--- config.mk ---
export PLATFORM = sky130hd
export DESIGN_NAME = mem_fill
export DESIGN_NICKNAME = d
export VERILOG_FILES = /design/src/rtl/mem_fill.sv
export SDC_FILE = /design/constraint.sdc
export NUM_CORES = 1
export LEC_CHECK = 0
export CAP_MARGIN = 20
export CORE_MARGIN = 3
export CORE_UTILIZATION = 40
export DETAILED_ROUTE_END_ITERATION = 10
export HOLD_SLACK_MARGIN = 0.12
export SLEW_MARGIN = 20
export SYNTH_ARGS = -nofsm -noshare
export SYNTH_HDL_FRONTEND = slang
export SYNTH_SLANG_ARGS = --single-unit
export TNS_END_PERCENT = 100
--- constraint.sdc ---
create_clock -name i_Clk -period 6.4 [get_ports i_Clk]
set_input_delay 1.28 -clock i_Clk [delete_from_list [all_inputs] [get_ports i_Clk]]
set_output_delay 1.28 -clock i_Clk [all_outputs]
set_load 0.02 [all_outputs]
--- src/rtl/mem_fill.sv ---
// rtl/mem_fill.sv - SDRAM fill engine writing a programmable pattern over an address range in bursts
// Optional feature macro: MEM_FILL_AUTO_START_EN (self-start one whole-space zero fill after reset).
module mem_fill #(
   parameter int ADDR_WIDTH   = 22,
   parameter int DATA_WIDTH   = 32,
   parameter int BURST_LENGTH = 8
) (
   input  logic                  i_Clk,
   input  logic                  i_Reset,
   input  logic                  i_Start,
   input  logic [ADDR_WIDTH-1:0] i_Base_Address,
   input  logic [ADDR_WIDTH-1:0] i_Word_Count,
   input  logic [1:0]            i_Mode,
   input  logic [DATA_WIDTH-1:0] i_Fill_Value,
   input  logic                  i_Data_Write_Done,
   output logic [1:0]            o_Command,
   output logic [ADDR_WIDTH-1:0] o_Data_Address,
   output logic [DATA_WIDTH-1:0] o_Data_Write,
   output logic                  o_Busy,
   output logic                  o_Done,
   output logic                  o_SDRAM_Initialized
);

   // Command encodings shared with the SDRAM controller.
   localparam logic [1:0] CMD_IDLE  = 2'b00;
   localparam logic [1:0] CMD_WRITE = 2'b10;

   localparam logic [1:0] S_IDLE  = 2'd0;
   localparam logic [1:0] S_BURST = 2'd1;
   localparam logic [1:0] S_GAP   = 2'd2;
   localparam logic [1:0] S_DONE  = 2'd3;

   localparam int CW = (BURST_LENGTH > 1) ? $clog2(BURST_LENGTH) : 1;

   logic [1:0]            state;
   logic [ADDR_WIDTH:0]   remaining;
   logic [ADDR_WIDTH:0]   offset;
   logic [CW-1:0]         countdown;
   logic [1:0]            mode_q;
   logic [DATA_WIDTH-1:0] value_q;

   logic                  start_go;
   logic [ADDR_WIDTH-1:0] start_base;
   logic [ADDR_WIDTH-1:0] start_count;
   logic [1:0]            start_mode;
   logic [DATA_WIDTH-1:0] start_value;
   logic [ADDR_WIDTH:0]   start_remaining;

   function automatic logic [DATA_WIDTH-1:0] pattern_word(
      input logic [1:0]            mode,
      input logic [DATA_WIDTH-1:0] value,
      input logic [ADDR_WIDTH:0]   off,
      input logic [ADDR_WIDTH-1:0] addr
   );
      logic [ADDR_WIDTH+DATA_WIDTH:0]   off_wide;
      logic [ADDR_WIDTH+DATA_WIDTH-1:0] addr_wide;
      logic [DATA_WIDTH-1:0]            word;
      off_wide  = {{DATA_WIDTH{1'b0}}, off};
      addr_wide = {{DATA_WIDTH{1'b0}}, addr};
      case (mode)
         2'd0:    word = value;
         2'd1:    word = value + off_wide[DATA_WIDTH-1:0];
         2'd2:    word = off[0] ? ~value : value;
         default: word = addr_wide[DATA_WIDTH-1:0];
      endcase
      return word;
   endfunction

   // Countdown reload: words in the coming burst minus one.
   function automatic logic [CW-1:0] burst_countdown(input logic [ADDR_WIDTH:0] rem);
      logic [ADDR_WIDTH:0] bl;
      logic [ADDR_WIDTH:0] size_m1;
      bl      = (ADDR_WIDTH+1)'(BURST_LENGTH);
      size_m1 = ((rem < bl) ? rem : bl) - 1'b1;
      return size_m1[CW-1:0];
   endfunction

`ifdef MEM_FILL_AUTO_START_EN
   logic auto_pending;

   always_comb begin
      start_go    = i_Start || auto_pending;
      start_base  = auto_pending ? '0 : i_Base_Address;
      start_count = auto_pending ? '0 : i_Word_Count;
      start_mode  = auto_pending ? 2'd0 : i_Mode;
      start_value = auto_pending ? '0 : i_Fill_Value;
   end
`else
   always_comb begin
      start_go    = i_Start;
      start_base  = i_Base_Address;
      start_count = i_Word_Count;
      start_mode  = i_Mode;
      start_value = i_Fill_Value;
   end
`endif

   // A zero count means the whole address space, hence the extra remaining bit.
   assign start_remaining = (start_count == '0) ? {1'b1, {ADDR_WIDTH{1'b0}}}
                                                : {1'b0, start_count};

   always_ff @(posedge i_Clk or posedge i_Reset) begin
      if (i_Reset) begin
         state               <= S_IDLE;
         remaining           <= '0;
         offset              <= '0;
         countdown           <= '0;
         mode_q              <= 2'd0;
         value_q             <= '0;
         o_Data_Address      <= '0;
         o_Data_Write        <= '0;
         o_SDRAM_Initialized <= 1'b0;
`ifdef MEM_FILL_AUTO_START_EN
         auto_pending        <= 1'b1;
`endif
      end else begin
         case (state)
            S_IDLE: begin
               if (start_go) begin
                  mode_q         <= start_mode;
                  value_q        <= start_value;
                  remaining      <= start_remaining;
                  offset         <= '0;
                  countdown      <= burst_countdown(start_remaining);
                  o_Data_Address <= start_base;
                  o_Data_Write   <= pattern_word(start_mode, start_value, '0, start_base);
                  state          <= S_BURST;
`ifdef MEM_FILL_AUTO_START_EN
                  auto_pending   <= 1'b0;
`endif
               end
            end
            S_BURST: begin
               if (i_Data_Write_Done) begin
                  o_Data_Address <= o_Data_Address + 1'b1;
                  offset         <= offset + 1'b1;
                  remaining      <= remaining - 1'b1;
                  o_Data_Write   <= pattern_word(mode_q, value_q, offset + 1'b1,
                                                 o_Data_Address + 1'b1);
                  if (countdown == '0) begin
                     if (remaining == {{ADDR_WIDTH{1'b0}}, 1'b1}) begin
                        state               <= S_DONE;
                        o_SDRAM_Initialized <= 1'b1;
                     end else begin
                        state <= S_GAP;
                     end
                  end else begin
                     countdown <= countdown - 1'b1;
                  end
               end
            end
            S_GAP: begin
               countdown <= burst_countdown(remaining);
               state     <= S_BURST;
            end
            default: begin
               state <= S_IDLE;
            end
         endcase
      end
   end

   assign o_Command = (state == S_BURST) ? CMD_WRITE : CMD_IDLE;
   assign o_Busy    = (state == S_BURST) || (state == S_GAP);
   assign o_Done    = (state == S_DONE);

endmodule

## Word level (Yosys, flattened, before mapping)

Cells that the tools add are included.

| operators by class | value |
|---|---|
| bitwise logic cells | 1 |
| reduce and logical (&&, ||, !) cells | 14 |
| order comparisons | 2 |
| mux-type cells | 28 |
| div/mod/pow operators | 0 |
| $mul | 0 |
| shift-type cells | 0 |
| eq/ne operators | 12 |
| add/subtract/negate cells | 7 |

Operators with widths:

| cell | number |
|---|---|
| 2-to-1 mux 32 bit | 4 |
| 2-to-1 mux 23 bit | 5 |
| one-hot mux 32 bit (3 select lines) | 1 |
| one-hot mux 23 bit (2 select lines) | 2 |
| one-hot mux 32 bit (2 select lines) | 1 |
| < comparator 23 x 4 -> 1 bit, second input constant | 2 |
| 2-to-1 mux 22 bit | 2 |
| one-hot mux 22 bit (2 select lines) | 1 |
| adder 32 x 23 -> 32 bit | 1 |
| inverter 32 bit | 1 |
| adder 23 x 1 -> 23 bit, second input constant | 1 |
| == test 23 x 1 -> 1 bit, second input constant | 1 |
| subtractor 23 x 1 -> 23 bit, second input constant | 1 |
| adder 22 x 1 -> 22 bit, second input constant | 1 |
| logical NOT 22 bit | 1 |
| 2-to-1 mux 3 bit | 5 |
| one-hot mux 3 bit (3 select lines) | 1 |
| subtractor 3 x 1 -> 3 bit, second input constant | 3 |
| == test 2 bit, second input constant | 4 |
| 2-to-1 mux 2 bit | 4 |
| != test 2 bit, second input constant | 4 |
| AND reduction 4 bit | 2 |
| == test 2 x 1 -> 1 bit, second input constant | 3 |
| logical NOT 2 bit | 3 |
| 9 further kinds | 10 |

| storage, ports and cells | value |
|---|---|
| bits in writable memories | 0 |
| bits in read-only memories | 0 |
| flip-flop bits (word level) | 140 |
| memories kept | 0 |
| bits in latches | 0 |

## Depth between registers and ports, before layout

| logic depth | value |
|---|---|
| word-level depth | 7 |
| depth in mapped cells | 18 |
| depth with buffers taken out | 17 |

## Worst setup path after synthesis

OpenSTA, ideal clock, no wires.

| path | value |
|---|---|
| path type | reg2reg |
| from | register offset[1] |
| to | register o_Data_Write[31] |
| path slack | 2,667 ps |
| arrival | 3,608 ps |
| stages on the path, launching flop included | 18 |
| data required time | 6,275 ps |
| setup time | 125 ps |
| path buffers | 1 |
| path through | dfrtp_1 -> ha_1 -> and3_1 -> and4_1 -> and4_1 -> and3_1 -> buf_2 -> and3_1 -> xor2_1 -> ha_1 -> nand2_1 -> o21ai_1 -> o211ai_1 -> o21ai_1 -> nand4_1 -> nor4_1 -> xnor2_1 -> o21ai_1 |

| on the way | value |
|---|---|
| cells in the longest elaborated chain, start to end | 5 |

Ends and longest elaborated chain:

| element | RTL line | text |
|---|---|---|
| from (decl) | 37 | `logic [ADDR_WIDTH:0] offset;` |
| from (signal assigned) | 136 | `offset <= offset + 1'b1;` |
| adder 23 x 1 -> 23 bit | 138 | `o_Data_Write <= pattern_word(mode_q, value_q, offset + 1'b1,` |
| adder 32 x 23 -> 32 bit | 62 | `2'd1: word = value + off_wide[DATA_WIDTH-1:0];` |
| one-hot mux 32 bit (3 select lines) | 60 | `case (mode)` |
| 2-to-1 mux 32 bit | 134 | `if (i_Data_Write_Done) begin` |
| one-hot mux 32 bit (2 select lines) | 117 | `case (state)` |
| to (signal assigned) | 126 | `o_Data_Write <= pattern_word(start_mode, start_value, '0, start_base);` |
| to (signal assigned) | 138 |  |
| to (decl) | 18 | `output logic [DATA_WIDTH-1:0] o_Data_Write,` |

Every way passes these cells. The select of a mux whose other input is x is not followed.
A chain may end at the register's enable or synchronous reset.

## Worst setup path in the final report

| path | value |
|---|---|
| from | register offset[0] |
| to | register o_Data_Write[31] |

| on the way | value |
|---|---|
| cells in the longest elaborated chain, start to end | 5 |

Ends and longest elaborated chain:

| element | RTL line |
|---|---|
| adder 23 x 1 -> 23 bit (*) | 138 |
| adder 32 x 23 -> 32 bit or 2-to-1 mux 32 bit (tied branches) | 62, 63 |
| one-hot mux 32 bit (3 select lines) (*) | 60 |
| 2-to-1 mux 32 bit (*) | 134 |
| one-hot mux 32 bit (2 select lines) (*) | 117 |

Mark *: on every way between the ends. The rest lies on a longest branch, timed or not. The select of a mux whose other input is x is not followed.

==> reports/results.tsv <==
stage	metric	value	unit
placed_design	gp_congestion	0.9349	
global_routing	grt_max_degree	98	
run_status	status	completed	
clock_tree	cts_buffers	17	
sta	fmax	216.6	MHz
routing	drtPass1Iterations	5	
cells_and_area	drive_above_1_share	0.09167	
routing	routed.top_layer	met4	
power	switching_share	0.4507	
logic_synthesis	avgSynthCellArea	8.382	µm²
floorplanning	ios	141	
cells_and_area	area_delta_synth_final	23.38	%
worst_setup_path	crit_top_cell	o21ai_1	
power	clockPowerShare	0.194	
run	drv_cap	0	
routing	drt_iter0_drc	837	
clock_tree	ctsLongestPathBuffers	2	
routing	wl_met3	1854	µm
floorplanning	rows	57	
routing	dr_wl_met2	15980	µm
floorplanning	die_x	164.5	µm
floorplanning	die-area	27060	µm²
logic_synthesis	synth-edff-count	0	
logic_synthesis	synthCells	1199	
worst_setup_path	reg2reg_depth	17	
worst_setup_path	crit_path_end_kind	flop	
clock_tree	cts_tree	done	
worst_setup_path	cp_slowest_cell	dfrtp_1	
worst_setup_path	criticalPathCategory	reg -> reg	
floorplanning	die_h	164.5	µm
worst_setup_path	path_buf_inv	0	
floorplanning	core	24530	µm²
power	comb_power_share	0.529	
logic_synthesis	ys_seq_area_frac	0.3486	
sta	period_minus_slack	4618	ps
sta	setup_viol	0	
sta	final_hold_viol_count	0	
routing	wire_per_inst	20.81	µm
logic_synthesis	synthDistinctLibCells	75	
routing	wl_met1	15350	µm
clock_tree	h-tree-depth	4	
sta	layout_setup_ws	1782	ps
power	internal_power	3.402	mW
clock_tree	clk_latency	430	ps
placed_design	hpwl	24150	µm
worst_setup_path	start_kind	flop	
cells_and_area	regArea	3503	µm²
worst_setup_path	crit_cells	17	
global_routing	grt_pass1_vias	9426	
power	p_seq_frac	0.277	
logic_synthesis	ys_ff_latch	140	
placed_design	pre_cts_ws	1802	ps
power	p_total	6.194	mW
logic_synthesis	syn_nets	1321	
logic_synthesis	synth_top_area_share	0.3486	
floorplanning	start_util	0.4096	
clock_tree	hold_buffers	0	
clock_tree	numClockSinks	140	
cells_and_area	n_antenna_cell	0	
clock_tree	cts_setup_buffers	0	
routing	remaining_drc_errors	0	
power	power.density	499.5	nW/µm²
global_routing	grt_overflow	0	
worst_setup_path	worstPathRequired	6710	ps
sta	hold-worst-slack	465.8	ps
worst_setup_path	path_max_fanout	10	
hold_path	hp-class	reg -> reg	
logic_synthesis	synthFlopType	dfrtp_1	
worst_setup_path	cp_top_family	simple AND/OR/NAND/NOR gates	
routing	viasPerCell	5.892	
placed_design	portBuffers	139	
sta	maxSlewHeadroom	0.3781	
logic_synthesis	yosys.area.top_type	dfrtp_1	
power	p_leak	5.162	nW
cells_and_area	fill_cells	2357	
logic_synthesis	synth_area_leaders	dfrtp_1 35%, nand2_1 5.6%, ha_1 4.9%	
worst_setup_path	max_stage_delay	530	ps
worst_setup_path	path_cells	ha_1 -> and3_1 -> and4_1 -> and4_1 -> and3_1 -> nand2_1 -> nor2_1 -> xnor2_1 -> ha_1 -> a21oi_1 -> o21ai_1 -> o211ai_1 -> o21ai_1 -> nand4_1 -> nor4_1 -> xnor2_1 -> o21ai_1	
global_routing	antenna_found_initial	0	
clock_tree	root_buffer	clkbuf_16	
global_routing	track_usage	0.2528	
cells_and_area	fin_nets	1418	
sta	finalClockSkew	13.56	ps
sta	slew_violations	0	
clock_tree	ctsResizeCount	0	
logic_synthesis	synth-async-reset-ratio	1.000	
clock_tree	clk_pin_slew	60	ps
hold_path	hold_depth	1	
routing	ant_nets	0	
worst_setup_path	worst_ep_arrival_time	4930	ps
cells_and_area	multi_input_area	6126	µm²
power	vdd_ir_drop_max	0.0002669	V
power	switchingPower	2.792	mW
routing	vias	9622	
sta	finalSetupTns	0	ps
cells_and_area	finalCoreUtilization	0.5054	
logic_synthesis	netlist_area	10050	µm²
routing	wl	33980	µm
logic_synthesis	yosysWarnings	0	
global_routing	grt_pass1_wl	53070	µm
sta	worstMarginPinSlew	932.8	ps
sta	period_share	0.7215	
sta	rsz0062_at_grt	no	
==> stage by stage <==
step                      instance area [µm²]  instances
after floorplan                         10050       1199
after global placement                  11700       1601
after detailed placement                11700       1601
after CTS                               12400       1633
after global routing                    12400       1633
final                                   12400       1633
==> final timing paths <==
path / end / startpoint / slack, ps
worst min-delay path: o_SDRAM_Initialized / o_SDRAM_Initialized / 470
worst max-delay path: o_Data_Write[31] / offset[0] / 1780
min in group asynchronous: remaining[0] / i_Reset / 1410
max in group asynchronous: mode_q[1] / i_Reset / 3800
worst max register to register: o_Data_Write[31] / offset[0] / 1780
worst min register to register: o_SDRAM_Initialized / o_SDRAM_Initialized / 470
==> power groups by stage <==
stage	logic (mW)	registers, mW	clock network (mW)
final	3.28	1.72	1.20
after global routing	3.58	1.76	1.26
after CTS	3.27	1.71	1.22
after detailed placement	3.25	1.72	0
after global placement	3.22	1.71	0
after floorplan	2.08	1.74	0
==> cell type report <==
class,count,area share
inverters,36,0.01130
clock buffers,21,0.03713
multi-input cells,944,0.4940
clock inverters,11,0.01917
repair buffers,157,0.1231
flip-flops and latches,140,0.2825
well taps,324,0.03269
==> placed cells by master (no fill, tap or decap), drive strengths merged, types with 8 or more instances in the layout <==
| cell | instances |
|---|---|
| xnor2 | 46 |
| o21ai | 102 |
| clkbuf | 21 |
| xor2 | 40 |
| nand3 | 60 |
| ha | 39 |
| a211oi | 10 |
| mux2i | 14 |
| nor2b | 8 |
| mux2 | 40 |
| nor4 | 16 |
| o22ai | 17 |
| o211ai | 22 |
| and3 | 17 |
| nor3 | 30 |
| clkdlybuf4s50 | 139 |
| a32oi | 19 |
| nand2b | 8 |
| nand4 | 11 |
| buf | 18 |
| a21o | 15 |
| a31oi | 12 |
| nand2 | 150 |
| dfrtp | 140 |
| nor2 | 81 |
| a22o | 12 |
| a21oi | 90 |
| inv | 36 |
==> cells in the mapped netlist (3+ instances only) <==
| cell | count |
|---|---|
| ha_1 | 39 |
| buf_1 | 9 |
| nor2b_1 | 8 |
| o21ai_1 | 7 |
| xnor2_1 | 46 |
| a221oi_1 | 3 |
| nand3_1 | 60 |
| buf_2 | 6 |
| and3_1 | 17 |
| o22ai_1 | 17 |
| or3_1 | 3 |
| o211ai_1 | 22 |
| a21o_1 | 15 |
| nand2b_1 | 8 |
| nor2_1 | 81 |
| xor2_1 | 40 |
| a211oi_1 | 9 |
| o311ai_0 | 3 |
| mux2i_1 | 14 |
| nor4_2 | 3 |
| dfrtp_1 | 140 |
| a31oi_1 | 12 |
| o32ai_1 | 4 |
| o21ai_0 | 94 |
| and4_1 | 4 |
| nor3_2 | 7 |
| a21oi_1 | 90 |
| and2_1 | 3 |
| nand2_1 | 150 |
| o21bai_1 | 3 |
| a22oi_1 | 7 |
| nor3_1 | 23 |
| a32oi_1 | 19 |
| a22o_1 | 11 |
| o21a_1 | 5 |
| inv_1 | 36 |
| o31ai_1 | 4 |
| nand4_1 | 11 |
| clkbuf_1 | 61 |
| o221ai_1 | 6 |
| nor4_1 | 12 |
| o22a_1 | 5 |
| mux2_2 | 40 |
==> metal layers <==
layer / vias to the layer above / track usage
met2: 317 / 0.4171
met5: - / 0
met1: 4706 / 0.3398
met4: 0 / 0.08654
li1: 4549 / -
met3: 50 / 0.03812
==> state kept, by name (all words and copies together), names as in the netlist <==
| signal | cells |
|---|---|
| o_Data_Address | 22 |
| remaining | 23 |
| offset | 23 |
| countdown | 3 |
| value_q | 32 |
| o_Data_Write | 32 |
| o_SDRAM_Initialized | 1 |
| mode_q | 2 |
| state | 2 |
==> cell families (layout without fill, tap and decap cells) <==
kind of cell,after synthesis,after routing,share of synthesized area
AO/OA/AOI/OAI,359,359,0.2278
XOR/XNOR,86,86,0.07495
adder cells (fa/ha/maj),40,40,0.05055
buffers and inverters,115,225,0.04519
flip-flops,140,140,0.3486
multiplexers,54,54,0.05876
other,1,1,0.0003731
AND/OR/NAND/NOR,404,404,0.1937
Note: power is estimated with default switching activity, not from simulation.
